--- src/rtl/pipeline_ctrl_pkg.sv ---
// ----------------------------------------------------------------------------
// pipeline_ctrl_pkg
// Shared definitions for the 5-stage pipeline control unit:
//   - LEN_STATE      : width of the state encoding
//   - ST_*           : state codes (IDLE..HALTED); codes 6/7 are illegal
//   - EN_*           : bit positions inside the packed enable set
//   - active_enables : enable set used while the pipeline is advancing
// ----------------------------------------------------------------------------
package pipeline_ctrl_pkg;

    localparam int LEN_STATE = 3;

    localparam logic [LEN_STATE-1:0] ST_IDLE      = 3'd0;
    localparam logic [LEN_STATE-1:0] ST_RUN       = 3'd1;
    localparam logic [LEN_STATE-1:0] ST_WAIT_STEP = 3'd2;
    localparam logic [LEN_STATE-1:0] ST_STEP      = 3'd3;
    localparam logic [LEN_STATE-1:0] ST_DRAIN     = 3'd4;
    localparam logic [LEN_STATE-1:0] ST_HALTED    = 3'd5;

    // Enable-set bit positions
    localparam int EN_PC    = 0;
    localparam int EN_IF_ID = 1;
    localparam int EN_PIPE  = 2;
    localparam int EN_W     = 3;

    // Enable set while the pipeline advances (RUN / STEP). A load-use stall
    // freezes PC and IF/ID; a halt in IF/ID freezes only the PC.
    function automatic logic [EN_W-1:0] active_enables(input logic stall,
                                                       input logic halt);
        logic [EN_W-1:0] en;
        en           = '0;
        en[EN_PIPE]  = 1'b1;
        en[EN_IF_ID] = ~stall;
        en[EN_PC]    = ~stall & ~halt;
        return en;
    endfunction

endpackage

--- src/rtl/pipeline_control_unit_edge_detector.sv ---
// ----------------------------------------------------------------------------
// edge_detector
// Rising-edge detector: edge_out is high for the first cycle sig_in is high.
// A held input therefore produces exactly one pulse.
// Ports:
//   clk      in  system clock
//   reset    in  asynchronous active-low reset (clears the history flop)
//   sig_in   in  level input
//   edge_out out combinational rising-edge pulse
// ----------------------------------------------------------------------------
module edge_detector (
    input  logic clk,
    input  logic reset,
    input  logic sig_in,
    output logic edge_out
);

    logic sig_q;
    logic sig_d;

    always_comb begin
        sig_d = sig_in;
    end

    always_ff @(posedge clk or negedge reset) begin
        if (!reset) begin
            sig_q <= 1'b0;
        end else begin
            sig_q <= sig_d;
        end
    end

    assign edge_out = sig_in & ~sig_q;

endmodule

--- src/rtl/pipeline_control_unit.sv ---
// ----------------------------------------------------------------------------
// pipeline_control_unit
// Sequences the 5-stage MIPS pipeline: generates PC / IF/ID / downstream
// enables and the IF/ID and decode flushes from stall, jump, branch and halt
// events. Supports continuous and single-step execution.
// Ports:
//   clk, reset (async active-low)
//   start, step_mode, step_pulse           : run control
//   stall_flag, flag_jump, flag_jump_register, branch_taken,
//   halt_detect, halt_flag_wb              : pipeline events
//   pc_enable, if_id_enable, pipe_enable   : combinational enables
//   flush_if_id, flush_decode              : combinational flushes
//   halted, cycle_count, state             : registered status
// ----------------------------------------------------------------------------
module pipeline_control_unit
    import pipeline_ctrl_pkg::*;
#(
    parameter int len       = 32,
    parameter int len_state = LEN_STATE
) (
    input  logic                 clk,
    input  logic                 reset,
    input  logic                 start,
    input  logic                 step_mode,
    input  logic                 step_pulse,
    input  logic                 stall_flag,
    input  logic                 flag_jump,
    input  logic                 flag_jump_register,
    input  logic                 branch_taken,
    input  logic                 halt_detect,
    input  logic                 halt_flag_wb,
    output logic                 pc_enable,
    output logic                 if_id_enable,
    output logic                 pipe_enable,
    output logic                 flush_if_id,
    output logic                 flush_decode,
    output logic                 halted,
    output logic [len-1:0]       cycle_count,
    output logic [len_state-1:0] state
);

    logic [len_state-1:0] state_q, state_d;
    logic                 halted_q, halted_d;
    logic [len-1:0]       cycle_count_q, cycle_count_d;
    logic                 step_mode_q, step_mode_d;
    logic                 step_edge;
    logic [EN_W-1:0]      en;

    edge_detector u_step_edge (
        .clk      (clk),
        .reset    (reset),
        .sig_in   (step_pulse),
        .edge_out (step_edge)
    );

    // A halt only starts draining if it is not in a taken branch's shadow.
    logic halt_go;
    assign halt_go = halt_detect & ~branch_taken;

    // ---------------- state register ----------------
    always_ff @(posedge clk or negedge reset) begin
        if (!reset) begin
            state_q       <= ST_IDLE;
            halted_q      <= 1'b0;
            cycle_count_q <= '0;
            step_mode_q   <= 1'b0;
        end else begin
            state_q       <= state_d;
            halted_q      <= halted_d;
            cycle_count_q <= cycle_count_d;
            step_mode_q   <= step_mode_d;
        end
    end

    // ---------------- next-state logic ----------------
    always_comb begin
        state_d     = state_q;
        step_mode_d = step_mode_q;
        case (state_q)
            ST_IDLE: begin
                if (start) begin
                    step_mode_d = step_mode;
                    state_d     = step_mode ? ST_WAIT_STEP : ST_RUN;
                end
            end
            ST_RUN: begin
                if (halt_go) state_d = ST_DRAIN;
            end
            ST_WAIT_STEP: begin
                if (step_edge) state_d = ST_STEP;
            end
            ST_STEP: begin
                state_d = halt_go ? ST_DRAIN : ST_WAIT_STEP;
            end
            ST_DRAIN: begin
                // Writeback of the halt beats a late branch cancellation.
                if (halt_flag_wb)      state_d = ST_HALTED;
                else if (branch_taken) state_d = step_mode_q ? ST_WAIT_STEP : ST_RUN;
            end
            ST_HALTED: begin
                state_d = ST_HALTED;
            end
            default: begin
                state_d = ST_IDLE;
            end
        endcase

        halted_d = (state_d == ST_HALTED);

        // Saturating count of cycles in which the pipeline advanced.
        cycle_count_d = cycle_count_q;
        if (pipe_enable && (cycle_count_q != '1)) begin
            cycle_count_d = cycle_count_q + len'(1);
        end
    end

    // ---------------- output logic ----------------
    always_comb begin
        en           = '0;
        flush_if_id  = 1'b0;
        flush_decode = 1'b0;
        case (state_q)
            ST_RUN, ST_STEP: begin
                en           = active_enables(stall_flag, halt_detect);
                flush_if_id  = flag_jump | flag_jump_register | branch_taken;
                flush_decode = branch_taken;
                // Taken branch must redirect fetch even under a load-use stall.
                if (branch_taken) begin
                    en[EN_PC]    = 1'b1;
                    en[EN_IF_ID] = 1'b1;
                end
            end
            ST_DRAIN: begin
                en[EN_PC]    = branch_taken;
                en[EN_IF_ID] = 1'b1;
                en[EN_PIPE]  = 1'b1;
                flush_if_id  = flag_jump | flag_jump_register | branch_taken;
                flush_decode = branch_taken;
            end
            default: begin
                en           = '0;
                flush_if_id  = 1'b0;
                flush_decode = 1'b0;
            end
        endcase
    end

    assign pc_enable    = en[EN_PC];
    assign if_id_enable = en[EN_IF_ID];
    assign pipe_enable  = en[EN_PIPE];
    assign halted       = halted_q;
    assign cycle_count  = cycle_count_q;
    assign state        = state_q;

endmodule

--- config.mk ---
export PLATFORM = sky130hd
export DESIGN_NAME = pipeline_control_unit
export DESIGN_NICKNAME = d
export VERILOG_FILES = /design/src/rtl/pipeline_ctrl_pkg.sv /design/src/rtl/pipeline_control_unit_edge_detector.sv /design/src/rtl/pipeline_control_unit.sv
export SDC_FILE = /design/constraint.sdc
export NUM_CORES = 1
export LEC_CHECK = 0
export CAP_MARGIN = 20
export CORE_ASPECT_RATIO = 0.7
export CORE_MARGIN = 2
export CORE_UTILIZATION = 45
export DETAILED_ROUTE_END_ITERATION = 8
export PLACE_DENSITY = 0.87
export REMOVE_ABC_BUFFERS = 1
export SYNTH_ARGS = -nofsm -noshare
export SYNTH_HDL_FRONTEND = slang
export SYNTH_HIERARCHICAL = 1
export SYNTH_SLANG_ARGS = --single-unit
--- constraint.sdc ---
create_clock -name clk -period 2.2 [get_ports clk]
set_input_delay 0.22 -clock clk [delete_from_list [all_inputs] [get_ports clk]]
set_output_delay 0.22 -clock clk [all_outputs]
set_load 0.1 [all_outputs]
[Word level (Yosys, flattened, before mapping)]
Cells that the tools add are included.
Operators by class
  add/sub/neg operators: 1
  $mul: 0
  divide/modulo/power cells: 0
  magnitude comparators: 0
  equal/unequal tests: 7
  shift-type cells: 0
  multiplexer cells: 13
  bitwise logic cells: 9
  reduce and logical (&&, ||, !) cells: 5
Operator list (count)
  32-bit by 1-bit adder with 32-bit output, second input constant: 1
  32-bit inequality test, second input constant: 1
  3-bit two-way mux: 6
  3-bit one-hot mux with 6 select lines: 1
  3-bit equality test, second input constant: 3
  3-bit by 2-bit equality test with 1-bit output, second input constant: 2
  2-bit two-way mux: 3
  3-bit one-hot mux with 2 select lines: 1
  1-bit NOT: 4
  1-bit bitwise AND: 3
  3-bit by 1-bit equality test with 1-bit output, second input constant: 1
  3-bit logical NOT: 1
  3-bit OR reduction: 1
  1-bit two-way mux: 2
  1-bit bitwise OR: 2
  2-bit AND reduction: 1
  2-bit OR reduction: 1
  1-bit logical AND: 1
Word-level totals
  bits in registers: 38
  latch bits: 0
  RAM bits: 0
  bits in read-only memories: 0
  input bits: 11
  output and inout port bits: 41
  memories kept: 0

[Depth between registers and ports, before layout]
  depth in word-level cells: 5
  depth in mapped cells: 7

[Cells and area by module]
The synthesis kept the hierarchy.
Modules (own cells, without submodules)
  pipeline_control_unit: instances 1, cells each 183, area an instance 1870.5 sq um, sequential area each 925.9 sq um
  edge_detector: instances 1, cells each 2, area an instance 38.8 sq um, sequential area each 25.0 sq um

[Least setup slack after synthesis]
No wires, ideal clock.
  kind: reg2out
  from: register state_q[2], in the netlist state[2]
  to: output port flush_if_id
  arrival: 2.937 ns
  data required time: 1.980 ns
  slack: -0.957 ns
  stages on the path, launching flop included: 4
  cells stage by stage: dfrtp_1 > nor3b_1 > nor2_1 > nor2_1
On the way
  longest elaborated chain between the ends: 3
Ends and longest elaborated chain
  start: declaration: line pipeline_control_unit.sv:42  | logic [len_state-1:0] state_q, state_d;
  start signal: assignment: line pipeline_control_unit.sv:68  | state_q <= state_d;
  3-bit equality test, or another cell as far along: line pipeline_control_unit.sv:122  | case (state_q)
  3-bit OR reduction (no source line) *
  1-bit two-way mux *
  end: declaration: line pipeline_control_unit.sv:35  | output logic flush_if_id,
Every way passes the cells marked *; elsewhere a longest branch is shown, timed or not.

[Worst setup path in the final report]
  from: register state_q[0], in the netlist state[0]
  to: output port flush_if_id
Same word-level chain as after synthesis.

==> reports/metrics.cfg <==
[outcome]
status = complete, no violations

[sta]
slew_headroom_pct = 44.8
hold_violations = 0
fin_crit_sh_pct = 93.0
fmax_ghz = 0.489
period_needed_ps = 2050
grt_setup_unrepaired = false
worst_clock_skew_ps = 6.61
worst_slew_pin_slew_ps = 828
setup_viol = 0
slew_violations = 0

[clock_tree]
cts_setup_buffers = 0
clock_latency_ps = 290
hold_buffers = 0
clk_path_buf_depth = 2
cts_tree = done
ctsResizeCount = 0
htree_levels = 2
clock-root-buffer = clkbuf_8
path_clk_slew_ps = 70
numCtsBuffers = 5
clkSinkCount = 38

[routing]
drtIter0Drc = 112
drt_first_pass_iters = 4
drt_wl_total_um = 4330
wl_per_cell_um = 14.5
antenna_left = 0
vias_per_cell = 5.52
vias = 1644
drc = 0

[setup_path]
end_kind = output pin
cp.required_ps = 1980
crit_slowest_cell = dfrtp_1
cp_data_arrival_time_ps = 1830
critPathMostFrequentCell = nor2_1
crit_chain = nor2b_1 > buf_4 > nor2_1 > nor2_1 > buf_12
slowest_delay_ps = 470
cp-start-kind = flop
critPathMaxFanout = 7
path_class = flop to output pin

[grt]
grt_pass1_vias = 1505
grt_max_degree = 39
grtUsageTotal_pct = 20.4
grt-ovfl-total = 0
grt_first_pass_wirelength_um = 7400
antenna_found_initial = 0

[finish]
fin_nets = 258
seq_area_um2 = 951
layout-drive-gt1-share_pct = 26.4
diodes = 0
multi_input_area_um2 = 917
finalNonFillerCells = 298
fillers = 328
syn2layout_area_growth_pct = 33.5

[power_and_ir_drop]
peakVddDrop_mv = 1.01
intPower_uw = 1130
p_leak_uw = 0.00121
p_switching_uw = 841
combPwrFrac_pct = 34.4
power_frac_seq_pct = 42.5
power.density_nw_per_um2 = 773
swShare_pct = 42.7
total_power_uw = 1970
clkPwrFrac_pct = 23.1

[placed_design]
routabilityCongestion = 0.817
numPlacedInstances = 291
portBuffers = 51
hpwl_um = 3270

[die]
pin_count = 52
die_y_um = 58.5
start_util_pct = 47.8
core_um2 = 3990
fp.dieW_um = 81.9
rows = 19
die-area_um2 = 4790

[synthesis]
ys.flop_type = dfrtp_1
ys_types = 39
async_flop_share_pct = 100
syn_area_um2 = 1910
ys_ff_latch = 38
synth_edf_count = 0
syn_inst = 185
synth.avg_cell_area_um2 = 10.3
yosysSeqAreaShare_pct = 49.8
ys_warn_count = 6

[hold_path]
min_path_type = input pin to asynchronous set/reset pin

[flow_run]
cap_viol_max_count = 0

## routing by layer
layer	routed length, um	up-vias	global-route usage [%]
li1	-	784	-
met1	2080	797	29.4
met2	1890	55	29.6
met3	292	8	6.75
met4	59	0	5.71
met5	0	-	0
## placed cells by master (no fill, tap or decap), drive strengths merged, types with 3 or more instances in the layout
master	synthesis	layout
nand3	12	12
clkbuf	1	5
xor2	6	6
inv	7	7
dfrtp	38	38
and3	7	7
xnor2	23	23
nor2	13	13
nand2	16	16
nand4	10	10
o21ai	3	3
clkdlybuf4s50	0	9
and4	6	6
nor4	3	3
nor3	6	6
buf	2	48
a21oi	10	10
## worst paths after layout
| path | start | endpoint | slack (ps) | cells past startpoint |
|---|---|---|---|---|
| setup / recovery | state[0] | flush_if_id | 150 | 5 |
| hold / removal | reset | cycle_count[19] | 20 | 1 |
| setup reg to reg | cycle_count[8] | cycle_count[29] | 240 | 5 |
| hold reg to reg | cycle_count[22] | cycle_count[22] | 500 | 1 |
| max in group asynchronous | reset | cycle_count[14] | 1660 | 1 |
| min in group clk | step_pulse | u_step_edge/sig_q | 400 | 1 |
## cells in the mapped netlist, types with 3 or more instances
library cell | instances | share of area, %
a21oi_1 | 10 | 2.6
nor2_1 | 12 | 2.4
dfrtp_1 | 38 | 50
and4_1 | 5 | 2.3
nor3_1 | 4 | 1.0
nand3_1 | 12 | 3.1
xnor2_1 | 23 | 11
xor2_1 | 6 | 2.8
inv_1 | 7 | 1.4
nand4_1 | 9 | 2.9
nand2_1 | 16 | 3.1
o21ai_0 | 3 | 0.79
and3_1 | 6 | 2.0
## stage by stage
| stage | area [um^2] | hold WS [ps] | setup slack [ps] | utilization (%) | setup TNS (ps) |
|---|---|---|---|---|---|
| after floorplan | 1890 | -75.6 | -957 | - | -14800 |
| after global placement | 2470 | 360 | 307 | 61.8 | 0 |
| after detailed placement | 2470 | 370 | 227 | 61.8 | 0 |
| after CTS | 2550 | 45.8 | 144 | 63.8 | 0 |
| after global routing | 2550 | 94.3 | 14.3 | 63.8 | 0 |
| final | 2550 | 19.5 | 155 | 63.8 | 0 |
## layout make-up
class	instances	share of cell area [%]
multi-input cells	137	36.0
well taps	52	2.55
repair buffers	57	20.0
inverters	7	1.03
flip-flops and latches	38	37.3
clock inverters	2	0.393
clock buffers	5	2.70
## critical path: cells and delay by family (launching register included)
kind | cells | cell delay, ps
flops | 1 | 470
simple gates | 3 | 640
buf+inv | 2 | 410
## state kept, by name (all words and copies together), names as in the netlist
register / cells
halted: 1
state: 3
u_step_edge/sig_q: 1
step_mode_q: 1
cycle_count: 32
## power groups by stage
stage                     registers [uW]  logic (uW)  clock network, uW
final                                836         678                456
after CTS                            836         679                466
after detailed placement             849         679                  0
after floorplan                     1220         118                  0
after global routing                 851         710                497
after global placement               847         673                  0
## logic make-up (layout without fill, tap and decap cells)
family | Yosys count | after routing | synth area share, %
compound gates | 24 | 24 | 7.80
flops | 38 | 38 | 49.8
fa+ha+maj | 1 | 1 | 0.655
simple gates | 82 | 82 | 25.7
xor+xnor | 29 | 29 | 13.3
buf+inv | 10 | 71 | 2.16
mux | 1 | 1 | 0.590
(Power assumes the default switching activity.)
